`src/rtl/nios2_system_oci_trace_pkg.sv`:
```
// Shared types, default parameters and helpers for the OCI trace capture block.
// Latency: n/a (declarations only).
// Backpressure: n/a.
package nios2_system_oci_trace_pkg;

   typedef enum logic [1:0] {
      ST_RUN   = 2'd0,
      ST_FLUSH = 2'd1,
      ST_DONE  = 2'd2
   } trace_state_t;

   localparam int DEF_SLOT_W = 2;
   localparam int DEF_SLOTS  = 15;
   localparam int DEF_CNT_W  = 4;
   localparam int DEF_DEPTH  = 16;
   localparam int DEF_STAT_W = 16;

   // Saturating add: result never exceeds max_v. Callers cast to their counter width.
   function automatic logic [31:0] sat_add(input logic [31:0] a,
                                           input logic [31:0] b,
                                           input logic [31:0] max_v);
      logic [32:0] sum;
      sum = {1'b0, a} + {1'b0, b};
      if (sum > {1'b0, max_v})
         return max_v;
      else
         return sum[31:0];
   endfunction

endpackage

```
`src/rtl/nios2_system_oci_trace_fifo.sv`:
```
// Synchronous show-ahead FIFO with registered storage, full/empty flags and occupancy count.
// Latency: a write at edge N is visible on rd_data after edge N; one pop per cycle.
// Backpressure: caller must not write when full unless reading in the same cycle; clr empties it.
module nios2_system_oci_trace_fifo #(
   parameter int WIDTH = 34,
   parameter int DEPTH = 16
) (
   input  logic                       clk,
   input  logic                       reset_n,
   input  logic                       clr,
   input  logic                       wr_en,
   input  logic [WIDTH-1:0]           wr_data,
   input  logic                       rd_en,
   output logic [WIDTH-1:0]           rd_data,
   output logic                       full,
   output logic                       empty,
   output logic [$clog2(DEPTH):0]     count
);

   localparam int AW = $clog2(DEPTH);

   logic [WIDTH-1:0] mem [DEPTH];
   logic [AW-1:0]    wr_ptr;
   logic [AW-1:0]    rd_ptr;

   // Storage needs no reset: only entries behind the write pointer are ever read.
   always_ff @(posedge clk) begin
      if (wr_en)
         mem[wr_ptr] <= wr_data;
   end

   // Pointer and occupancy tracking; DEPTH is a power of two so pointers wrap naturally.
   always_ff @(posedge clk) begin
      if (!reset_n || clr) begin
         wr_ptr <= '0;
         rd_ptr <= '0;
         count  <= '0;
      end else begin
         if (wr_en)
            wr_ptr <= wr_ptr + 1'b1;
         if (rd_en)
            rd_ptr <= rd_ptr + 1'b1;
         unique case ({wr_en, rd_en})
            2'b10:   count <= count + 1'b1;
            2'b01:   count <= count - 1'b1;
            default: count <= count;
         endcase
      end
   end

   assign rd_data = mem[rd_ptr];
   assign full    = (count == (AW+1)'(DEPTH));
   assign empty   = (count == '0);

endmodule

```
`src/rtl/nios2_system_oci_trace_capture.sv`:
```
// Captures packed data-trace frames into a FIFO and drains them on a valid/ready stream, with end-of-test flush.
// Latency: frame accepted at edge N is presented on out_* after edge N; marker frame the cycle after flush entry.
// Backpressure: out_ready low holds the head frame; pushes into a full FIFO without a pop are dropped and counted.
// Optional build macro OCI_TRACE_TSTAMP_EN adds a per-entry cycle timestamp on out_tstamp.
module nios2_system_oci_trace_capture
   import nios2_system_oci_trace_pkg::*;
#(
   parameter int SLOT_W = DEF_SLOT_W,
   parameter int SLOTS  = DEF_SLOTS,
   parameter int CNT_W  = DEF_CNT_W,
   parameter int DEPTH  = DEF_DEPTH,
   parameter int STAT_W = DEF_STAT_W
) (
   input  logic                      clk,
   input  logic                      reset_n,
   input  logic [SLOTS*SLOT_W-1:0]   dct_buffer,
   input  logic [CNT_W-1:0]          dct_count,
   input  logic                      dct_valid,
   input  logic                      test_ending,
   input  logic                      test_has_ended,
   output logic                      out_valid,
   input  logic                      out_ready,
   output logic [SLOTS*SLOT_W-1:0]   out_data,
   output logic [CNT_W-1:0]          out_count,
   output logic                      out_last,
   output logic [STAT_W-1:0]         frame_cnt,
   output logic [STAT_W-1:0]         slot_cnt,
   output logic [STAT_W-1:0]         drop_cnt,
   output logic                      overflow,
   output logic                      done
`ifdef OCI_TRACE_TSTAMP_EN
   ,output logic [STAT_W-1:0]        out_tstamp
`endif
);

   localparam int BUF_W = SLOTS * SLOT_W;
   localparam int CW    = $clog2(DEPTH) + 1;
`ifdef OCI_TRACE_TSTAMP_EN
   localparam int FW    = BUF_W + CNT_W + STAT_W;
`else
   localparam int FW    = BUF_W + CNT_W;
`endif
   localparam logic [31:0] STAT_MAX = 32'hFFFF_FFFF >> (32 - STAT_W);

   trace_state_t      state;
   logic [CNT_W-1:0]  clamp_cnt;
   logic              push_req, push, drop, pop, head_ok;
   logic              fifo_full, fifo_empty;
   logic [CW-1:0]     fifo_count;
   logic [FW-1:0]     wr_data, rd_data;

   // Oversized slot counts are limited to the physical slot count.
   always_comb begin
      clamp_cnt = dct_count;
      if (32'(dct_count) > 32'(SLOTS))
         clamp_cnt = CNT_W'(SLOTS);
   end

   // Only RUN accepts frames; an abort in the same cycle wins since the FIFO is discarded anyway.
   assign push_req = (state == ST_RUN) && dct_valid && (dct_count != '0) && !test_has_ended;
   assign pop      = out_valid && out_ready;
   assign push     = push_req && (!fifo_full || pop);
   assign drop     = push_req && fifo_full && !pop;

`ifdef OCI_TRACE_TSTAMP_EN
   logic [STAT_W-1:0] tstamp_ctr;
   logic [STAT_W-1:0] flush_ts;

   // Free-running cycle counter; its value at flush entry is kept for the marker frame.
   always_ff @(posedge clk) begin
      if (!reset_n) begin
         tstamp_ctr <= '0;
         flush_ts   <= '0;
      end else begin
         tstamp_ctr <= tstamp_ctr + 1'b1;
         if (state == ST_RUN && test_ending && !test_has_ended)
            flush_ts <= tstamp_ctr;
      end
   end

   assign wr_data = {tstamp_ctr, clamp_cnt, dct_buffer};
`else
   assign wr_data = {clamp_cnt, dct_buffer};
`endif

   nios2_system_oci_trace_fifo #(
      .WIDTH (FW),
      .DEPTH (DEPTH)
   ) u_fifo (
      .clk     (clk),
      .reset_n (reset_n),
      .clr     (test_has_ended),
      .wr_en   (push),
      .wr_data (wr_data),
      .rd_en   (pop && !fifo_empty),
      .rd_data (rd_data),
      .full    (fifo_full),
      .empty   (fifo_empty),
      .count   (fifo_count)
   );

   // In FLUSH an empty FIFO means the marker frame is pending, so FLUSH always presents a frame.
   always_comb begin
      head_ok   = !fifo_empty && (state != ST_DONE);
      out_valid = (state == ST_FLUSH) || ((state == ST_RUN) && !fifo_empty);
      out_data  = head_ok ? rd_data[BUF_W-1:0] : '0;
      out_count = head_ok ? rd_data[BUF_W +: CNT_W] : '0;
      out_last  = (state == ST_FLUSH) && (fifo_empty || fifo_count == CW'(1));
      done      = (state == ST_DONE);
`ifdef OCI_TRACE_TSTAMP_EN
      out_tstamp = head_ok ? rd_data[BUF_W+CNT_W +: STAT_W]
                           : ((state == ST_FLUSH) ? flush_ts : '0);
`endif
   end

   // End-of-test sequencing; abort takes priority over the orderly flush.
   always_ff @(posedge clk) begin
      if (!reset_n) begin
         state <= ST_RUN;
      end else if (test_has_ended) begin
         state <= ST_DONE;
      end else begin
         unique case (state)
            ST_RUN:   if (test_ending) state <= ST_FLUSH;
            ST_FLUSH: if (pop && out_last) state <= ST_DONE;
            default:  state <= ST_DONE;
         endcase
      end
   end

   // Statistics move only on accepted or dropped pushes, which cannot happen outside RUN.
   always_ff @(posedge clk) begin
      if (!reset_n) begin
         frame_cnt <= '0;
         slot_cnt  <= '0;
         drop_cnt  <= '0;
         overflow  <= 1'b0;
      end else begin
         if (push) begin
            frame_cnt <= STAT_W'(sat_add(32'(frame_cnt), 32'd1, STAT_MAX));
            slot_cnt  <= STAT_W'(sat_add(32'(slot_cnt), 32'(clamp_cnt), STAT_MAX));
         end
         if (drop) begin
            drop_cnt <= STAT_W'(sat_add(32'(drop_cnt), 32'd1, STAT_MAX));
            overflow <= 1'b1;
         end
      end
   end

endmodule

```
`config.mk`:
```
export PLATFORM = sky130hd
export DESIGN_NAME = nios2_system_oci_trace_capture
export DESIGN_NICKNAME = d
export VERILOG_FILES = /design/src/rtl/nios2_system_oci_trace_pkg.sv /design/src/rtl/nios2_system_oci_trace_fifo.sv /design/src/rtl/nios2_system_oci_trace_capture.sv
export SDC_FILE = /design/constraint.sdc
export NUM_CORES = 1
export LEC_CHECK = 0
export ABC_AREA = 1
export CAP_MARGIN = 20
export CORE_MARGIN = 5
export CORE_UTILIZATION = 25
export DETAILED_ROUTE_END_ITERATION = 16
export SYNTH_ARGS = -nofsm -noshare
export SYNTH_HDL_FRONTEND = slang
export SYNTH_SLANG_ARGS = --single-unit
export TNS_END_PERCENT = 20
```
`constraint.sdc`:
```
create_clock -name clk -period 3.32 [get_ports clk]
set_input_delay 0.332 -clock clk [delete_from_list [all_inputs] [get_ports clk]]
set_output_delay 0.332 -clock clk [all_outputs]
set_load 0.1 [all_outputs]
```
; ---- After elaboration in Yosys (flattened, before gate mapping)
; Memory sizes are Yosys's and may differ from the RTL's. A register that Yosys moved wholly into a read port is not among the register bits.
; Cells that the tools add are included.
[word_totals]
memories = 1
inputBits = 40
word_cells = 74
out_inout_bits = 86
latch_bits = 0
mem_bits_ro = 0
ff_bits = 64
ramBits = 544
[classes]
n_mul = 0
n_reduce_logical = 28
add_sub_neg = 7
div = 0
order_cmp = 3
shifts = 0
eq_ne = 11
bitwise_logic = 1
muxes = 14
[memory_table]
columns = memory, words, word_bits, rd, rd_ports_with_merged_regs, wr, line_no
row1 = u_fifo.mem, 16, 34, 1, 1, 1, nios2_system_oci_trace_fifo.sv:22  ; logic [WIDTH-1:0] mem [DEPTH];
[ops]
columns = op, n
row1 = "17-bit by 16-bit greater-than comparator with 1-bit output, second input constant", 3
row2 = 16-bit two-way mux, 3
row3 = "16-bit by 1-bit adder with 17-bit output, second input constant", 2
row4 = 30-bit two-way mux, 1
row5 = 16-bit by 4-bit adder with 17-bit output, 1
row6 = 1-bit logical AND, 12
row7 = 4-bit two-way mux, 3
row8 = 5-bit case mux with 2 select lines, 1
row9 = "4-bit by 1-bit adder with 4-bit output, second input constant", 2
row10 = 2-bit two-way mux, 3
row11 = "5-bit by 1-bit adder with 5-bit output, second input constant", 1
row12 = "5-bit by 1-bit == test with 1-bit output, second input constant", 1
row13 = "5-bit == test, second input constant", 1
row14 = 1-bit zero test, 5
row15 = 5-bit zero test, 1
row16 = "5-bit by 1-bit subtractor with 5-bit output, second input constant", 1
row17 = "2-bit by 1-bit == test with 1-bit output, second input constant", 2
row18 = "2-bit == test, second input constant", 2
row19 = 1-bit logical OR, 4
row20 = "2-bit != test, second input constant", 2
row21 = 2-bit case mux with 2 select lines, 1
row22 = 2-bit AND reduction, 2
row23 = 4-bit nonzero test, 1
row24 = "3-bit by 2-bit != test with 1-bit output, second input constant", 1
row25 = other kinds (7), 8

; ---- Depth between registers and ports, before layout
[depth]
depth_word = 9
ltp_mapped = 17

; ---- Cells and area by module
; From an unflattened synthesis, not the netlist that was laid out.
[hier_totals]
hier_cells = 2425
area_unflattened_um2 = 26375.3
[by_module_without_submodules]
columns = mod, cells_each, area_per_inst_um2, seq_area_each_um2, instances
row1 = nios2_system_oci_trace_fifo, 1847, 22875.7, 16676.0, 1
row2 = nios2_system_oci_trace_capture, 578, 3499.6, 1021.0, 1

; ---- Worst setup path before layout
; OpenSTA, ideal clock, no wires.
[synth_path]
path_kind = reg2reg
startpoint = reg u_fifo.count[0]
endpoint = mem u_fifo.mem[0][0], enable pin
n_path_buf = 1
required_ns = 2.895
synth_period_minus_slack_ns = 4.229
path_slack_ns = -0.909
arrival_time_ns = 3.804
path_stages_with_launch = 15
cell_sequence = dfxtp_1 > inv_1 > ha_1 > inv_1 > nor2_1 > nand2_1 > nand2_1 > nand2_1 > nand2_1 > nand2_1 > nand2_1 > inv_2 > buf_2 > nand2_1 > nor2_1
[synth_between]
elab_chain_cells = 9
[synth_lines]
columns = item, line_no
row1 = start: declaration, nios2_system_oci_trace_fifo.sv:17  ; output logic [$clog2(DEPTH):0] count
row2 = start signal: assignment, nios2_system_oci_trace_fifo.sv:44  ; 2'b10: count <= count + 1'b1;
row3 = start signal: assignment, nios2_system_oci_trace_fifo.sv:45  ; 2'b01: count <= count - 1'b1;
row4 = start signal: assignment, nios2_system_oci_trace_fifo.sv:46  ; default: count <= count;
row5 = 5-bit zero test, nios2_system_oci_trace_fifo.sv:53  ; assign empty = (count == '0);
row6 = 1-bit zero test, nios2_system_oci_trace_capture.sv:105  ; out_valid = (state == ST_FLUSH) || ((state == ST_RUN) && !fifo_empty);
row7 = 1-bit logical AND, nios2_system_oci_trace_capture.sv:105
row8 = 1-bit logical OR, nios2_system_oci_trace_capture.sv:105
row9 = named net out_valid, nios2_system_oci_trace_capture.sv:21  ; output logic out_valid,
row10 = 1-bit logical AND, nios2_system_oci_trace_capture.sv:61  ; assign pop = out_valid && out_ready;
row11 = 1-bit logical OR, nios2_system_oci_trace_capture.sv:62  ; assign push = push_req && (!fifo_full || pop);
row12 = 1-bit logical AND, nios2_system_oci_trace_capture.sv:62
row13 = 1-bit two-way mux, nios2_system_oci_trace_fifo.sv:28  ; if (wr_en)
row14 = 1-bit two-way mux (not written as such), nios2_system_oci_trace_fifo.sv:29  ; mem[wr_ptr] <= wr_data;
row15 = end: declaration, nios2_system_oci_trace_fifo.sv:22
; The timed path passes the listed nets, and every way through them passes these cells.

==> results.md <==
* Run status: finished clean
* CTS tree: built
* Period minus WS final at 3.19 ns
* Setup TNS at 0 ns
* Vias/cell at about 4.4
* Adder-Cell Fraction of Synth Area at 0.00893
* Layout cell share with drive strength beyond 1 at 0.119
* Filler-free cell count of the finished design at 3833
* Share of power burned in registers at 0.510
* Max-slew violation count at 0
* DRT Pass-1 Iters at 5
* Root buffer cell: clkbuf_16
* Mapped Nets at 2288
* Relative slew slack at 0.294
* Critical path startpoint category: flip-flop
* Row cnt at 118
* Most common cell on crit path: buf_4
* Ports at 126
* HP Class: in2reg
* Initial antenna violation count at 4
* Net Sw Frac at 0.221
* Complex-gate fraction of the synthesized area at 0.127
* Yosys top cell by area: edfxtp_1
* Clock transition at path regs at 0.06 ns
* Nets at roughly 2500
* Ys flop type: edfxtp_1
* Multiplexer area fraction after synthesis at 0.0392
* Layout Skew at between 0.02 and 0.03 ns
* Total GRT Usage at 0.116
* Setup CP Type: reg2out
* Mapped Avg Cell Area at 11.7 um2
* Async set-reset flop share out of synthesis at 0
* Final setup fails at 0
* Final Hold Viols at 0
* Largest family of logic cells by synthesized area: compound AO/OA/AOI/OAI gates
* Post-DRT Antenna Nets at 0
* PwrDens at 514 nW/um2
* Post-synthesis cell area at 26000 um2
* Largest net degree at the start of global routing at 62
* Top post-synthesis cells by count: edfxtp_1 (544), o21ai_0 (294), inv_1 (255)
* Total gr overflow at 0
* Post-synthesis simple-gate area fraction at 0.0781
* Die X at 333 um
* Total CTS buffers at 66
* DRC at 0
* Max-Cap Viols at 0
* H-tree Lvls at 3
* CP arrival at about 2.9 ns
* Starting Density at 0.252
* Hold_buf cts at 0
* Power Total at 16.6 mW
* Die height at 333 um
* CP Cell Sequence: inv_4 -> buf_4 -> buf_4 -> o211ai_1 -> o21ai_0 -> a211oi_1 -> buf_12
* Register area share after synthesis at 0.679
* CP max stage delay at 0.57 ns
* Yosys warns at 0
* P_int at 12.9 mW
* NetSw at 3.67 mW
* Unrepaired setup endpoints after global routing: yes
* Initial DRC count at around 1300
* Dpl cells at 3713
* Critical Path RT at 2.99 ns
* Die Area at 111000 um2
* Critical path peak fanout at 20
* Top-count cell post-synth: edfxtp_1
* Combinational share of power at 0.049
* Flops & latches, synth at around 600
* Period utilization at 0.960
* DPL Wire Length at roughly 40 mm
* Clock tree sinks at 612
* Routability cong. at 0.787
* Fin area at 32300 um2
* Cells after synthesis at approximately 2200
* Clock latency on the worst-skew pair at about 0.61 ns
* Detailed Route WL at 66.4 mm
* Worst slew pin tran at 1.06 ns
* DR WL/cell at about 17 um
* Vias in the first global route at 16600
* Crit path max-delay cell type: dfxtp_4
* Worst VDD drop at 0.332 mV
* Area grow syn2layout at 23.9%
* Leak at 11.0 nW
* I/O Buffers at about 130
* Synth Area in XOR/XNOR at 0.00807
* Post-Place Cell Area at ~30000 um2
* Number of synthesized flops with an enable pin at 544
* First-pass GRT wire length at 101 mm
* Max Fclk at 314 MHz
* Via count at about 17000
* Clock power frac at 0.441
* Clock Tree Buf Depth at 3
* Main area contributors after synthesis: edfxtp_1 (63%), o21ai_0 (5.6%), dfxtp_1 (5.2%)
* Crit end category: output pin
* Core area at 103000 um2
* Synth top area share at 0.627
* Synth unique cells at 41
* WHS at 0.315 ns
## per-stage QoR
step,setup WS [ns],utilization
floorplan,-0.554,-
global placement,0.0791,0.289
detailed placement,0.0857,0.289
CTS,-0.0122,0.311
global route,-0.103,0.312
finish,0.132,0.312
## final timing paths
path / from / end / slack, ns / cells after the start
worst max-delay path: flip-flop / out_data[6] / 0.13 / 7
worst min register to register: u_fifo.rd_ptr[3] / flip-flop / 0.47 / 2
worst min-delay path: test_ending / state[0] / 0.31 / 3
worst max register to register: u_fifo.count[0] / u_fifo.mem[14][20] / 0.48 / 14
## metal layers
metal | share of wire | global-route usage
met2 | 0.46 | 0.189
met4 | 0.019 | 0.0317
met3 | 0.058 | 0.0252
met5 | 0.00015 | 0
met1 | 0.46 | 0.159
## power groups by stage
stage / Sequential, mW / Clock, mW / Combinational [mW]
6_report: 8.44 / 7.31 / 0.819
5_1_grt: 8.45 / 7.79 / 0.877
4_1_cts: 8.44 / 7.49 / 0.822
3_5_place_dp: 8.61 / 0 / 0.814
3_3_place_gp: 8.61 / 0 / 0.809
2_1_floorplan: 8.71 / 0 / 0.341
## final cells by class
cell class              instances  area [um2]
well taps                    1380        1730
inverters                     261         985
clock inverters                29         387
repair buffers                226        2680
multi-input cells            1238        7030
flip-flops and latches        612       17700
fillers                     10300       71200
clock buffers                  86        1750
diodes                          1        2.50
## cells by family after synthesis
logic type | Yosys count
flops | 612
fa+ha+maj | 18
xor+xnor | 24
mux | 102
compound gates | 604
simple gates | 490
buf+inv | 380
## what timing repair did
| action | CTS | global route |
|---|---|---|
| gates resized for setup | 7 | 13 |
| setup endpoints to repair | 28 | 23 |
| gates cloned | 0 | 0 |
| setup buffers | 2 | 2 |
## registers in the layout, indices dropped and copies added (netlist names), named ones only
register and flops:
drop_cnt 16, frame_cnt 16, overflow 1, slot_cnt 16, state 2, u_fifo.count 5, u_fifo.mem 544, u_fifo.rd_ptr 4
u_fifo.wr_ptr 4
## placed cells by master (no fill, tap or decap), types with 5 or more instances in the layout
cell and count:
ha_1 17, nand2_1 206, bufinv_16 6, clkbuf_1 19, a211oi_2 19, nor2_2 5, o211ai_1 34, inv_1 255
nand2_2 5, clkbuf_16 67, clkdlybuf4s50_1 84, clkinv_1 10, buf_4 79, edfxtp_1 544, nand3_2 6, nor2_1 175
xnor2_1 6, o21ai_0 294, nand3_1 50, o21ai_1 9, nand4_1 8, dfxtp_1 65, nor3_1 10, mux2i_1 102
xor2_1 18, a21oi_1 190, a211oi_1 52, buf_12 59, nor2_4 17
## worst max-delay path: cells and delay by family, from the launching register on
kind / cells / cell delay [ns]
AOI/OAI and AO/OA: 3 / 0.74
DFF: 1 / 0.57
buffers and inverters: 4 / 0.92
No activity file was read; power rests on OpenSTA's default activity.
==> variant, RTL diff (same settings) <==
Encoding of `trace_state_t`: now one-hot (3 bits for 3 states).
--- a/src/rtl/nios2_system_oci_trace_pkg.sv
+++ b/src/rtl/nios2_system_oci_trace_pkg.sv
@@ -3,10 +3,10 @@
 // Backpressure: n/a.
 package nios2_system_oci_trace_pkg;
 
-   typedef enum logic [1:0] {
-      ST_RUN   = 2'd0,
-      ST_FLUSH = 2'd1,
-      ST_DONE  = 2'd2
+   typedef enum logic [2:0] {
+      ST_RUN   = 3'b001,
+      ST_FLUSH = 3'b010,
+      ST_DONE  = 3'b100
    } trace_state_t;
 
    localparam int DEF_SLOT_W = 2;
Behaviour: no difference found for any inputs over 4 cycles, from zero or initial values and one cycle with reset_n low; so few cycles prove little.
==> variant against the unedited design <==
  * Final cell count grew 2.5%
  * Sequential cell count rose by 1
  * Global-route usage about the same
  * Setup slack improved by 0.050 ns
  * Largest cell class unchanged
  * Clock skew grew 0.014 ns
  * Total power grew 0.76%
  * Fmax increased by 1.6%
  * Synthesized area rose by 1.3%
  * Combinational power down 37%
  * Clock power is 5.9% higher
  * Routed wire length increased by 1.5%
  * Design area up 1.3%
  * Die area up 1.3%
  * Highest routed layer is now met4
  * Largest power group unchanged
  * Hold slack improved by 0.11 ns
==> variant: results (changes against the unedited design) <==
{
  "worst_hold_path": {
    "min_to": "state[2]",
    "timing.hold.worst_path_depth": {"value": 5, "change": "+2"}
  },
  "clocking": {
    "worst_skew_pair.late_latency": {"value": 0.63, "unit": "ns", "change": "+0.02 ns"},
    "cts-buffers-inserted": {"value": 70, "change": "+6.1%"}
  },
  "critical_path": {
    "r2r_end": "u_fifo.mem[5][11]",
    "path_buf_inv": {"value": 2, "change": "-2"},
    "largest_fanout_on_the_critical_path": {"value": 65, "change": "+230%"},
    "cp_top_family": "compound AO/OA/AOI/OAI gates",
    "cpPeakStageDelay": {"value": 0.55, "unit": "ns", "change": "-0.02 ns"}
  },
  "synthesis": {
    "syn_nets": {"value": 2393, "change": "+4.6%"},
    "ys_types": {"value": 39, "change": "-4.9%"},
    "synth.area.mux_share": {"value": 0.0387, "change": "-0.000516"},
    "post_synth_most_frequent_cells": "544 x edfxtp_1, 297 x inv_1, 292 x o21ai_0",
    "yosys.area_share.adder": {"value": 0.00882, "change": "-0.000118"}
  },
  "status": {
    "run_status": "finished, final reports clean"
  },
  "placement": {
    "gpl_wtd_cong": {"value": 0.814, "change": "+3.4%"},
    "place_worst_setup_slack": {"value": 0.362, "unit": "ns", "change": "+0.276 ns"},
    "dp.final_hpwl": {"value": 38800, "unit": "um", "change": "-4.0%"},
    "placed_cell_area": {"value": 0.0302, "unit": "mm2", "change": "+0.96%"}
  },
  "timing": {
    "achievable-frequency": {"value": 0.319, "unit": "GHz", "change": "+1.6%"},
    "slew-limit-headroom": {"value": 0.297, "change": "+0.00245"}
  },
  "floorplanning": {
    "tapcell.inserted": {"value": 1391, "change": "+0.80%"},
    "core_area": {"value": 0.105, "unit": "mm2", "change": "+1.6%"}
  },
  "detailed_routing": {
    "wl_cell": {"value": 17.2, "unit": "um", "change": "-0.97%"},
    "drt_first_iter_violations": {"value": 1270, "change": "-0.31%"},
    "routed-via-count": {"value": 17418, "change": "+2.4%"}
  },
  "grt": {
    "pin_count_of_the_biggest_net_entering_global_routing": {"value": 66, "change": "+6.5%"},
    "first_pass_grt_wire_length": {"value": 102000, "unit": "um", "change": "+0.67%"},
    "groute.usage.overall": {"value": 0.117, "change": "about the same"}
  },
  "finish": {
    "n_multi_input_combinational_cell": {"value": 1298, "change": "+4.8%"},
    "fin_area": {"value": 0.0327, "unit": "mm2", "change": "+1.3%"},
    "layout.nets": {"value": 2540, "change": "+3.1%"},
    "drive_above_1_share": {"value": 0.110, "change": "-0.00992"},
    "final_non_clock_buffer_share": {"value": 0.0769, "change": "-0.00601"},
    "multi_input_comb_area": {"value": 0.00720, "unit": "mm2", "change": "+2.4%"},
    "num-nonclk-inverters": {"value": 303, "change": "+16%"},
    "n_clock_buffer": {"value": 85, "change": "-1.2%"}
  },
  "pwr": {
    "clock_power": {"value": 7.74, "unit": "mW", "change": "+5.9%"},
    "p_int": {"value": 13.0, "unit": "mW", "change": "+1.1%"}
  }
}
variant: cell types whose count changed after synthesis, moves of 9 or more:
cell / change
inv_1: +42
nand3_1: +36
nand2_1: +23
nor2_1: +17
xor2_1: -12
nand4_1: +9
variant: timing repair:
action,4_1_cts,5_1_grt
pin swaps,0,0
gates resized for setup,5,8
buffers inserted,1,1
endpoints found under the setup margin,16,27
variant: through the flow:
| stage | power (mW) | hold slack, ns | TNS [ns] |
|---|---|---|---|
| floorplan | 8.85 | 0.431 | -246.62 |
| global placement | 9.11 | 0.467 | 0 |
| detailed placement | 9.12 | 0.469 | 0 |
| CTS | 16.9 | 0.387 | -0.0127 |
| global route | 17.3 | 0.397 | -0.0149 |
| finish | 16.7 | 0.426 | 0 |
variant: routing by layer:
metal	share of wire	global-route usage	vias up
li1	-	-	8505
met2	0.47	0.193	416
met5	0	0	-
met3	0.062	0.0303	87
met4	0.018	0.0235	0
met1	0.45	0.156	8410
